File: src/rtl/alu_pkg.sv
// ---------------------------------------------------------------------------
// alu_pkg
// Shared definitions for the ALU result arbiter slice.
//   DATA_SIZE_DEF / ID_SIZE_DEF : default result and transaction-ID widths
//   TAG_ADD / TAG_MUL           : source tag stored in the MSB of each
//                                 output word (0 = adder, 1 = multiplier)
//   arb_state_e                 : output holding register FSM state
//   arb_src_e                   : source identifier, used by the round-robin
//                                 pointer
// ---------------------------------------------------------------------------
package alu_pkg;

  localparam int DATA_SIZE_DEF = 16;
  localparam int ID_SIZE_DEF   = 4;

  localparam logic TAG_ADD = 1'b0;
  localparam logic TAG_MUL = 1'b1;

  typedef enum logic {
    ST_EMPTY  = 1'b0,
    ST_LOADED = 1'b1
  } arb_state_e;

  typedef enum logic {
    SRC_ADD = 1'b0,
    SRC_MUL = 1'b1
  } arb_src_e;

endpackage

File: src/rtl/rr_arbiter_2.sv
// ---------------------------------------------------------------------------
// rr_arbiter_2
// Two-requester grant logic for the ALU result arbiter. Grants are purely
// combinational so the requesting source sees its acknowledge in the same
// cycle it is selected. At most one grant is high per cycle.
//
// Configuration macro: ALU_ARB_FIXED_PRIO_EN
//   defined   : fixed priority, adder over multiplier, no pointer state
//   undefined : round-robin; after every grant the pointer moves to the
//               source that was not granted, so contention alternates
//
// Ports
//   clk       in   rising-edge clock (pointer update)
//   rst_n     in   synchronous active-low reset (pointer -> adder)
//   req_add   in   adder result pending
//   req_mul   in   multiplier result pending
//   grant_en  in   downstream can take a word this cycle
//   gnt_add   out  adder granted this cycle
//   gnt_mul   out  multiplier granted this cycle
// ---------------------------------------------------------------------------
module rr_arbiter_2
  import alu_pkg::*;
(
  input  logic clk,
  input  logic rst_n,
  input  logic req_add,
  input  logic req_mul,
  input  logic grant_en,
  output logic gnt_add,
  output logic gnt_mul
);

`ifdef ALU_ARB_FIXED_PRIO_EN

  // No pointer in this build; the clock and reset are kept on the port list
  // so both builds share one instantiation.
  logic unused_clk_rst;
  assign unused_clk_rst = clk ^ rst_n;

  always_comb begin
    gnt_add = 1'b0;
    gnt_mul = 1'b0;
    if (grant_en) begin
      gnt_add = req_add;
      gnt_mul = req_mul & ~req_add;
    end
  end

`else

  arb_src_e ptr_q;
  arb_src_e ptr_d;

  // A lone requester always wins; the pointer only breaks ties.
  always_comb begin
    gnt_add = 1'b0;
    gnt_mul = 1'b0;
    if (grant_en) begin
      if (req_add && req_mul) begin
        gnt_add = (ptr_q == SRC_ADD);
        gnt_mul = (ptr_q == SRC_MUL);
      end else begin
        gnt_add = req_add;
        gnt_mul = req_mul;
      end
    end
  end

  // Point at whichever source lost (or did not ask) after any grant.
  always_comb begin
    ptr_d = ptr_q;
    if (gnt_add) begin
      ptr_d = SRC_MUL;
    end else if (gnt_mul) begin
      ptr_d = SRC_ADD;
    end
  end

  always_ff @(posedge clk) begin
    if (!rst_n) begin
      ptr_q <= SRC_ADD;
    end else begin
      ptr_q <= ptr_d;
    end
  end

`endif

endmodule

File: src/rtl/alu_result_arbiter.sv
// ---------------------------------------------------------------------------
// alu_result_arbiter
// Merges adder and multiplier results into one output FIFO through a single
// holding register. A two-state FSM (EMPTY / LOADED) tracks whether the
// register holds a word not yet written. The register can be reloaded in the
// same cycle its current word is written, giving one word per cycle when the
// FIFO is not full.
//
// Configuration macro: ALU_ARB_FIXED_PRIO_EN (see rr_arbiter_2); when
// undefined, simultaneous requests are served round-robin.
//
// Ports
//   clk            in   rising-edge clock
//   rst_n          in   synchronous active-low reset
//   a_res_valid    in   adder result pending (held until acked)
//   a_res          in   adder result [DATA_SIZE]
//   a_res_id       in   adder result ID [ID_SIZE]
//   a_res_ack      out  adder result accepted this cycle
//   m_res_valid    in   multiplier result pending (held until acked)
//   m_res          in   multiplier result [DATA_SIZE]
//   m_res_id       in   multiplier result ID [ID_SIZE]
//   m_res_ack      out  multiplier result accepted this cycle
//   full_out       in   output FIFO full
//   w_en_out       out  output FIFO write strobe
//   fifo_out_data  out  {tag, id, result} [OUT_WIDTH]
// ---------------------------------------------------------------------------
module alu_result_arbiter
  import alu_pkg::*;
#(
  parameter int DATA_SIZE = DATA_SIZE_DEF,
  parameter int ID_SIZE   = ID_SIZE_DEF,
  parameter int OUT_WIDTH = DATA_SIZE + ID_SIZE + 1
) (
  input  logic                 clk,
  input  logic                 rst_n,
  input  logic                 a_res_valid,
  input  logic [DATA_SIZE-1:0] a_res,
  input  logic [ID_SIZE-1:0]   a_res_id,
  output logic                 a_res_ack,
  input  logic                 m_res_valid,
  input  logic [DATA_SIZE-1:0] m_res,
  input  logic [ID_SIZE-1:0]   m_res_id,
  output logic                 m_res_ack,
  input  logic                 full_out,
  output logic                 w_en_out,
  output logic [OUT_WIDTH-1:0] fifo_out_data
);

  localparam int WORD_W = DATA_SIZE + ID_SIZE + 1;

  arb_state_e           state_q;
  arb_state_e           state_d;
  logic [OUT_WIDTH-1:0] hold_q;
  logic [OUT_WIDTH-1:0] hold_d;

  logic              can_load;
  logic              grant_en;
  logic              gnt_add;
  logic              gnt_mul;
  logic [WORD_W-1:0] add_word;
  logic [WORD_W-1:0] mul_word;

  // The register may take a new word if it is empty or its current word
  // leaves this cycle. Reset masks grants so no ack is issued while rst_n is
  // low.
  assign can_load = (state_q == ST_EMPTY) | ~full_out;
  assign grant_en = can_load & rst_n;

  assign add_word = {TAG_ADD, a_res_id, a_res};
  assign mul_word = {TAG_MUL, m_res_id, m_res};

  rr_arbiter_2 u_arb (
    .clk      (clk),
    .rst_n    (rst_n),
    .req_add  (a_res_valid),
    .req_mul  (m_res_valid),
    .grant_en (grant_en),
    .gnt_add  (gnt_add),
    .gnt_mul  (gnt_mul)
  );

  assign a_res_ack     = gnt_add;
  assign m_res_ack     = gnt_mul;
  assign w_en_out      = (state_q == ST_LOADED) & ~full_out;
  assign fifo_out_data = hold_q;

  // A grant always (re)loads the register; without one, a word that was just
  // written empties it, and a stalled word stays put.
  always_comb begin
    state_d = state_q;
    hold_d  = hold_q;
    if (gnt_add) begin
      state_d = ST_LOADED;
      hold_d  = OUT_WIDTH'(add_word);
    end else if (gnt_mul) begin
      state_d = ST_LOADED;
      hold_d  = OUT_WIDTH'(mul_word);
    end else if ((state_q == ST_LOADED) && !full_out) begin
      state_d = ST_EMPTY;
    end
  end

  always_ff @(posedge clk) begin
    if (!rst_n) begin
      state_q <= ST_EMPTY;
      hold_q  <= '0;
    end else begin
      state_q <= state_d;
      hold_q  <= hold_d;
    end
  end

endmodule
File: config.mk
export PLATFORM = sky130hd
export DESIGN_NAME = alu_result_arbiter
export DESIGN_NICKNAME = d
export VERILOG_FILES = /design/src/rtl/alu_pkg.sv /design/src/rtl/rr_arbiter_2.sv /design/src/rtl/alu_result_arbiter.sv
export SDC_FILE = /design/constraint.sdc
export NUM_CORES = 1
export LEC_CHECK = 0
export CAP_MARGIN = 25
export CORE_MARGIN = 2
export CORE_UTILIZATION = 40
export CTS_CLUSTER_SIZE = 8
export DETAILED_ROUTE_END_ITERATION = 8
export PLACE_DENSITY = 0.82
export SETUP_SLACK_MARGIN = 0.02
export SLEW_MARGIN = 5
export SYNTH_ARGS = -nofsm -noshare
export SYNTH_HDL_FRONTEND = slang
export SYNTH_SLANG_ARGS = --single-unit
File: constraint.sdc
create_clock -name clk -period 2.4 [get_ports clk]
set_clock_uncertainty 0.15 [all_clocks]
set_input_delay 0.48 -clock clk [delete_from_list [all_inputs] [get_ports clk]]
set_output_delay 0.48 -clock clk [all_outputs]
set_load 0.01 [all_outputs]
==> results of run 1 <==
## Yosys cell counts (2+ instances only)
cell       n
o21ai_1   19
a311oi_1  20
clkbuf_1   2
nand3_1   20
o21ai_0    2
o21a_1     2
a21oi_1   21
buf_4      4
dfxtp_1   23
buf_6      2
buf_2      8
inv_1      2
nor2_1     4
## per-layer routing
| layer | wire length (µm) | track usage | part of all wire | vias to the layer above |
|---|---|---|---|---|
| met5 | 0 | 0 | 0 | - |
| li1 | - | - | - | 678 |
| met2 | 2110 | 0.425 | 0.55 | 53 |
| met1 | 1500 | 0.266 | 0.39 | 654 |
| met4 | 65 | 0.0764 | 0.017 | 0 |
| met3 | 193 | 0.0313 | 0.050 | 8 |
## sequential cells by signal (all words and copies together), names as in the netlist
| signal | cells |
|---|---|
| state_q | 1 |
| u_arb.ptr_q | 1 |
| fifo_out_data | 21 |
## path summary, 6_finish.rpt
check / from / endpoint / slack [ns] / depth (start not counted)
max reg2reg: state_q$_SDFFE_PN0P_ / fifo_out_data[3]$_SDFFE_PN0P_ / 0.76 / 5
max: rst_n / a_res_ack / 0.11 / 4
min: fifo_out_data[18]$_SDFFE_PN0P_ / fifo_out_data[18]$_SDFFE_PN0P_ / 0.38 / 2
min reg2reg: fifo_out_data[18]$_SDFFE_PN0P_ / fifo_out_data[18]$_SDFFE_PN0P_ / 0.38 / 2
## power by group
group | internal, mW | leakage, nW | switching [mW]
clock network | 0.0623 | 0.0177 | 0.123
registers | 0.413 | 0.190 | 0.0184
logic | 0.174 | 0.502 | 0.131
## layout make-up
class | count | area share
clock inverter | 1 | 0.00260
inverter | 2 | 0.00390
timing repair buffer | 82 | 0.408
sequential | 23 | 0.239
clock buffer | 3 | 0.0117
multi-input combinational | 98 | 0.315
tap | 31 | 0.0201
## stage by stage
stage                     setup WS, ns   util  hold slack [ns]
after global placement          -0.131  0.683            0.354
after detailed placement        -0.170  0.683            0.361
after global routing            0.0851  0.693            0.397
after CTS                       0.0378  0.692            0.378
final                            0.110  0.693            0.376
after floorplan                  0.692      -            0.376
## repair_timing
action,in CTS,in global routing
setup endpoints to repair,2,1
cloned,0,0
resized for setup,2,1
## critical path: stages
cell	delay, ns
clkdlybuf4s50_1	0.48
a21bo_2	0.25
nor2_1	0.15
dlygate4sd2_1	0.29
## kinds of logic after synthesis
| group | Yosys count |
|---|---|
| DFF | 23 |
| AOI/OAI and AO/OA | 71 |
| buffers and inverters | 18 |
| and+or+nand+nor | 27 |
==> impl_metrics.py, run 1 <==
metrics = {
    "run_status": {
        "status": "finished, final reports clean",
    },
    "timing": {
        "fin_crit_sh": 0.954,
        "setup_viol": 0,
        "clock.fmax_mhz": 437,
        "slew_headroom": 0.527,
        "drv_slew": 0,
        "hold_violations": 0,
        "fin_crit_ns": 2.29,
        "rsz0062_at_grt": "no",
        "worstMarginPinSlew_ns": 0.710,
        "tns_ns": 0,
    },
    "floorplan": {
        "pin_count": 69,
        "die-area_um2": 3390,
        "coreArea_um2": 2780,
        "die_w_um": 58.2,
        "rows": 19,
        "start_util": 0.422,
        "fp.dieH_um": 58.2,
    },
    "global_routing": {
        "overflow": 0,
        "grt_antenna_before_repair": 0,
        "grt_pass1_wl_mm": 6.03,
        "grt_start_max_net_pins": 23,
        "grt_usage": 0.229,
        "first_global_vias": 1383,
    },
    "cells_and_area": {
        "n_fill_cell": 251,
        "seq_area_um2": 460,
        "drive_gt1_frac": 0.100,
        "multi_input_area_um2": 607,
        "design_area_um2": 1930,
        "area_delta_synth_final_pct": 64.0,
        "stdcell_count": 240,
        "num-nets-final": 255,
        "antenna_cells": 0,
        "most-common-layout-cells": "clkdlybuf4s50_1, dfxtp_1, a21oi_1, nand3_1, a311oi_1",
        "layout_commonest_cell": "clkdlybuf4s50_1",
    },
    "routing": {
        "drt-total-wl_mm": 3.87,
        "antenna_left": 0,
        "drtIter0Drc": 68,
        "post_drt_wl_per_cell_um": 16.1,
        "via_per_inst": 5.80,
        "via_count": 1393,
        "route.detailed.drc": 0,
        "dr.pass1.iters": 4,
    },
    "place": {
        "dpl_cell_area_um2": 1900,
        "portBuffers": 68,
        "placed_cells": 236,
        "gp_congestion": 0.768,
        "hpwlAfterDp_mm": 2.91,
    },
    "yosys": {
        "synth_nets": 184,
        "ys_ff_latch": 23,
        "async_flop_share": 0,
        "synth-adder-area-share": 0,
        "ys_warn_count": 0,
        "synth_top_family_by_area": "compound AO/OA/AOI/OAI gates",
        "synth_compound_area_frac": 0.405,
        "synthSimpleGateAreaFrac": 0.112,
        "synth_area_um2": 1170,
        "synth_xor_area_frac": 0,
        "synth_top_cell_by_area": "dfxtp_1",
        "synthMuxAreaShare": 0,
        "synthCells": 139,
        "synthDominantCellAreaShare": 0.392,
        "syn_area_per_cell_um2": 8.45,
        "synthTopCellsByArea": "dfxtp_1, a311oi_1, a21oi_1",
        "ys.flop_type": "dfxtp_1",
        "synth_edf_count": 0,
        "yosysSeqAreaShare": 0.392,
        "synthDistinctLibCells": 23,
    },
    "clock_tree": {
        "clk_latency_ns": 0.31,
        "postCtsSetupRepairBufs": 0,
        "cts.sinks": 23,
        "cts_tree": "done",
        "ctsLongestPathBuffers": 2,
        "cts.htree.levels": 1,
        "numCtsBuffers": 3,
        "root_buffer": "clkbuf_4",
        "clk_pin_slew_worst_paths_ns": 0.13,
        "ctsHoldBuffers": 0,
    },
    "pwr": {
        "power_leakage_nw": 0.710,
        "power_uw": 921,
        "p_per_area_nw_per_um2": 478,
        "worst_ir_drop_vdd_uv": 326,
    },
    "worst_setup_path": {
        "crit_path_start_kind": "primary input",
        "cp_data_required_time_ns": 1.77,
        "worstPathArrival_ns": 1.66,
        "path_max_fanout": 4,
        "critPathKind": "primary input to output pin",
        "end_kind": "output pin",
    },
    "run": {
        "max-cap-violations": 0,
    },
    "worst_hold_path": {
        "hold_class": "flop to flop",
    },
}
Note: power is estimated with default switching activity, not from simulation.
==> inputs of run 2 (changes only) <==
--- a/config.mk
+++ b/config.mk
@@ -5,7 +5,6 @@
 export SDC_FILE = /design/constraint.sdc
 export NUM_CORES = 1
 export LEC_CHECK = 0
-export CAP_MARGIN = 25
 export CORE_MARGIN = 2
 export CORE_UTILIZATION = 40
 export CTS_CLUSTER_SIZE = 8
==> constraint.sdc (replaced) <==
create_clock -name clk -period 2.4 [get_ports clk]
set_clock_uncertainty 0.15 [all_clocks]
set_input_delay 0.48 -clock clk [delete_from_list [all_inputs] [get_ports clk]]
set_output_delay 0.48 -clock clk [all_outputs]
set_load 0.1 [all_outputs]
==> run 2 against run 1 <==
Flip-flop and latch count unchanged; routed wire length down 10%; critical endpoint unchanged; final cell count down 1.7%; hold slack worse by 0.0022 ns; sequential share of layout area up 0.59 points; clock power down 5%; worst setup slack better by 0.034 ns; first-iteration DRC count down 25%; design area down 2.4%; sequential power about the same; highest routed layer unchanged.
==> impl_metrics.py, run 2 (synthesis results as in run 1) <==
metrics = {
    "worst_setup_path": {
        "path_max_fanout": 6,
        "path_buf_inv": 2,
        "end_kind": "output pin",
        "cp_data_required_time_ns": 1.77,
        "max_stage_delay_ns": 0.55,
        "critPathKind": "primary input to output pin",
        "crit_family": "buffers and inverters",
        "worstPathArrival_ns": 1.63,
        "worstPathCellList": "clkdlybuf4s50_1 -> a21bo_1 -> nor2_2 -> buf_12",
        "crit_path_start_kind": "primary input",
        "cp_slowest_cell": "clkdlybuf4s50_1",
    },
    "clock_tree": {
        "root_buffer": "clkbuf_4",
        "clk_latency_ns": 0.30,
        "numCtsBuffers": 3,
        "cts.sinks": 23,
        "clk_pin_slew_worst_paths_ns": 0.12,
        "ctsResizeCount": 0,
        "cts_tree": "done",
        "ctsHoldBuffers": 0,
        "cts.htree.levels": 1,
        "postCtsSetupRepairBufs": 0,
        "ctsLongestPathBuffers": 2,
    },
    "cells_and_area": {
        "most-common-layout-cells": "clkdlybuf4s50_1, buf_4, dfxtp_1, a21oi_1",
        "antenna_cells": 0,
        "drive_gt1_frac": 0.210,
        "area_delta_synth_final_pct": 60.1,
        "layout_commonest_cell": "clkdlybuf4s50_1",
        "num-nets-final": 251,
        "post-route-util": 0.676,
        "largest_reg_flops": 21,
    },
    "timing": {
        "fin_crit_ns": 2.26,
        "rsz0062_at_grt": "no",
        "holdWs_ns": 0.374,
        "setup_viol": 0,
        "drv_slew": 0,
        "hold_violations": 0,
        "fin_crit_sh": 0.940,
        "slew_headroom": 0.552,
        "tns_ns": 0,
        "clock.fmax_mhz": 443,
        "worstMarginPinSlew_ns": 0.672,
    },
    "place": {
        "gp_congestion": 0.840,
        "portBuffers": 68,
        "hpwlAfterDp_mm": 2.50,
    },
    "run": {
        "max-cap-violations": 0,
    },
    "routing": {
        "route.detailed.drc": 0,
        "via_per_inst": 5.66,
        "antenna_left": 0,
        "post_drt_wl_per_cell_um": 14.7,
        "via_count": 1336,
        "drtIter0Drc": 51,
        "drt-total-wl_mm": 3.47,
        "dr.pass1.iters": 4,
    },
    "run_status": {
        "status": "finished, final reports clean",
    },
    "floorplan": {
        "coreArea_um2": 2780,
        "die-area_um2": 3390,
        "die_w_um": 58.2,
        "pin_count": 69,
        "start_util": 0.422,
        "rows": 19,
        "fp.dieH_um": 58.2,
    },
    "pwr": {
        "power_leakage_nw": 0.715,
        "worst_ir_drop_vdd_uv": 413,
        "p_per_area_nw_per_um2": 593,
    },
    "global_routing": {
        "use_met1": 0.267,
        "first_global_vias": 1279,
        "grt_pass1_wl_mm": 5.55,
        "grt_start_max_net_pins": 22,
        "overflow": 0,
        "use_met2": 0.343,
        "use_met3": 0.0558,
        "grt_usage": 0.211,
        "top_usage_layer": "met2",
        "grt_antenna_before_repair": 0,
    },
    "worst_hold_path": {
        "hold_class": "flop to flop",
    },
}
-- run 2: cell count changes in the layout (fill, tap and decap cells not counted), sizes merged --
| cell | before | now |
|---|---|---|
| dlygate4sd2 | 2 | 0 |
| buf | 14 | 34 |
| dlymetal6s2s | 1 | 0 |
| clkinv | 1 | 0 |
| clkdlybuf4s50 | 65 | 44 |
| clkbuf | 3 | 4 |
-- run 2: layout make-up --
class / count / area, µm²
repair buffers: 78 / 733
flip-flops and latches: 23 / 460
well taps: 31 / 38.8
fillers: 231 / 901
inverters: 2 / 7.51
multi-input cells: 98 / 614
clock buffers: 4 / 26.3
-- run 2: worst reg2reg max path: cells and delay by family (launching register included) --
family                 cells  cell delay [ns]
AO/OA/AOI/OAI              2             0.48
buffers and inverters      2             0.46
flip-flops                 1             0.43
AND/OR/NAND/NOR            1             0.08
-- run 2: layer usage --
| metal | share of wire | vias to the layer above |
|---|---|---|
| li1 | - | 669 |
| met1 | 0.45 | 603 |
| met3 | 0.10 | 2 |
| met2 | 0.45 | 62 |
| met4 | 0.0052 | 0 |
| met5 | 0 | - |
-- run 2: final timing paths --
kind	startpoint	end	slack, ns	depth (start not counted)
max	a_res_valid	a_res_ack	0.14	4
min	fifo_out_data[2]$_SDFFE_PN0P_	fifo_out_data[2]$_SDFFE_PN0P_	0.37	2
max reg2reg	state_q$_SDFFE_PN0P_	fifo_out_data[18]$_SDFFE_PN0P_	0.72	5
min reg2reg	fifo_out_data[2]$_SDFFE_PN0P_	fifo_out_data[2]$_SDFFE_PN0P_	0.37	2
-- run 2: stage by stage --
step                      power, mW  worst slack (ns)  std cells  instance area [µm²]
after global placement        0.944             0.173        232                 1850
after global routing           1.17            0.0709        236                 1880
after detailed placement      0.948             0.147        232                 1850
final                          1.12             0.144        236                 1880
after floorplan               0.789            0.0712        139                 1180
after CTS                      1.13             0.140        236                 1880
-- run 2: where the power goes --
| group | internal [mW] | switching, mW |
|---|---|---|
| combinational | 0.166 | 0.342 |
| sequential | 0.413 | 0.0188 |
| clock | 0.0647 | 0.111 |
| total | 0.644 | 0.471 |
==> edit: new RTL, settings of run 1 <==
Change the package constant `ID_SIZE_DEF` from 4 to 16.
--- a/src/rtl/alu_pkg.sv
+++ b/src/rtl/alu_pkg.sv
@@ -12,5 +12,5 @@
 
   localparam int DATA_SIZE_DEF = 16;
-  localparam int ID_SIZE_DEF   = 4;
+  localparam int ID_SIZE_DEF   = 16;
 
   localparam logic TAG_ADD = 1'b0;
Ports: changed (resized a_res_id, fifo_out_data and m_res_id); port bits go from 69 to 105. No check against the original RTL was run, so the function may have changed too.
==> edit against run 1 <==
  * Global-route usage about the same
  * Design area increased by 53%
  * Combinational power is 48% higher
  * Non-clock buffer count grew 35
  * Routed wire length grew 47%
  * Area after synthesis is 49% higher
  * Sequential cell count up 12
  * Synthesized cell count up 50%
  * Count of clock-buffer cells in the layout grew 2
  * Final cell count is 50% higher
  * Worst setup slack gained 39 ps
  * Fmax up 1.7%
  * Total power is 78% higher
  * Critical endpoint unchanged
  * Largest cell class unchanged
  * Highest routed layer unchanged
==> edit: results (changes against run 1) <==
run_status: "completed"
synth-adder-area-share_pct: 0  # unchanged
min_from: "fifo_out_data[0]"
htreeDepth: 2  # +1
drive_gt1_share_pct: 8.766  # -1.3 points
syn_nets: 278  # +51%
dp_hpwl_um: 3666  # +26%
grt_first_pass_wirelength_um: 9177  # +52%
vdd_drop_max_v: 0.0002918  # -10%
routedWlPerCell_um: 15.79  # -2.2%
largest_register_ffs: 33  # +57%
clk_pin_slew_worst_paths_ps: 80  # -50 ps
grt_pass1_vias: 1933  # +40%
async_flop_share_pct: 0  # unchanged
synth_commonest_cells: "dfxtp_1, a21oi_1, o21ai_0"
dp_slack_ps: -123.3  # +46.71 ps
synthTopCellsByArea: "dfxtp_1, a311oi_1, a21oi_1"
grt_max_degree: 66  # +190%
rrSetupSlack_ps: 680  # -80 ps
r2r_end: "fifo_out_data[11]"
place_inst: 352  # +49%
hold_slack_ps: 366.0  # -9.965 ps
hold_class: "register to register"
dpl_cell_area_mm2: 0.002844  # +50%
slew-limit-headroom_pct: 56.37  # +3.7 points
vias_per_cell: 5.681  # -2.1%
gp_congestion: 0.7513  # -2.2%
fin_nets: 376  # +47%
ys_seq_area_share_pct: 39.91  # +0.72 points
p_per_area_mw_per_mm2: 554.1  # +16%
leakage_nw: 1.041  # +47%
synth_edf_count: 0  # unchanged
port_buffers: 104  # +53%
num_vias: 2045  # +47%
synth_cell_types: 21  # -8.7%
drt_iter0_drc: 191  # +180%
numCtsBuffers: 5  # +2
grtUsageTotal_pct: 22.84  # about the same
cts_root_buf: "clkbuf_8"
clk_latency_ps: 280  # -30 ps
synth-compound-area-share_pct: 39.49  # -0.98 points
hold-path-endpoint: "fifo_out_data[0]"
synthXorXnorAreaFrac_pct: 0  # unchanged
yosys_warnings: 0  # unchanged
worst_ep_arrival_time_ps: 1620  # -40 ps
crit_fanout: 3  # -1
syn_area_per_cell_um2: 8.399  # -0.63%
==> edit: cells by family after synthesis <==
| kind of cell | count (synthesis) |
|---|---|
| buf+inv | 28 |
| simple gates | 39 |
| flops | 35 |
| compound gates | 107 |
==> edit: worst max path at each step <==
| stage | end | cells after the start | slack, ps |
|---|---|---|---|
| after CTS | w_en_out | 4 | 50 |
| after floorplan | a_res_ack | 3 | 670 |
| final | a_res_ack | 4 | 150 |
| after detailed placement | a_res_ack | 4 | -120 |
| after global routing | a_res_ack | 4 | 60 |
| after global placement | a_res_ack | 4 | -90 |
==> edit: worst register-to-register path, stage by stage, from the launching register on <==
cell and delay [ps]:
dfxtp_1 430, a21bo_2 190, buf_4 310, nor2_2 110
buf_12 180, a311oi_1 260
==> edit: layout make-up <==
class,count,area (µm²)
Clock buffer,5,68.82
Clock inverter,3,43.79
Timing Repair Buffer,117,1176
Sequential cell,35,700.7
Tap cell,52,65.06
Multi-Input combinational cell,146,894.6
Inverter,2,7.507
Fill cell,374,1338
==> edit: routing by layer <==
metal  GRT usage, %  part of all wire, %
met1          29.62                   42
met2          35.74                   49
met3          5.195                  6.6
met4          10.90                  2.9
met5              0                    0
==> edit: power breakdown <==
part	internal [mW]	total [mW]	leakage (nW)	switching, mW
combinational	0.258	0.452	0.694	0.193
clock	0.309	0.532	0.0581	0.222
sequential	0.629	0.655	0.290	0.0259
total	1.20	1.64	1.04	0.442
==> edit: timing repair <==
| action | in CTS | in global routing |
|---|---|---|
| setup endpoints to repair | 2 | 1 |
| hold buffers | 0 | 0 |
| buffers inserted | 0 | 0 |
| resized for setup | 2 | 1 |
| cloned | 0 | 0 |
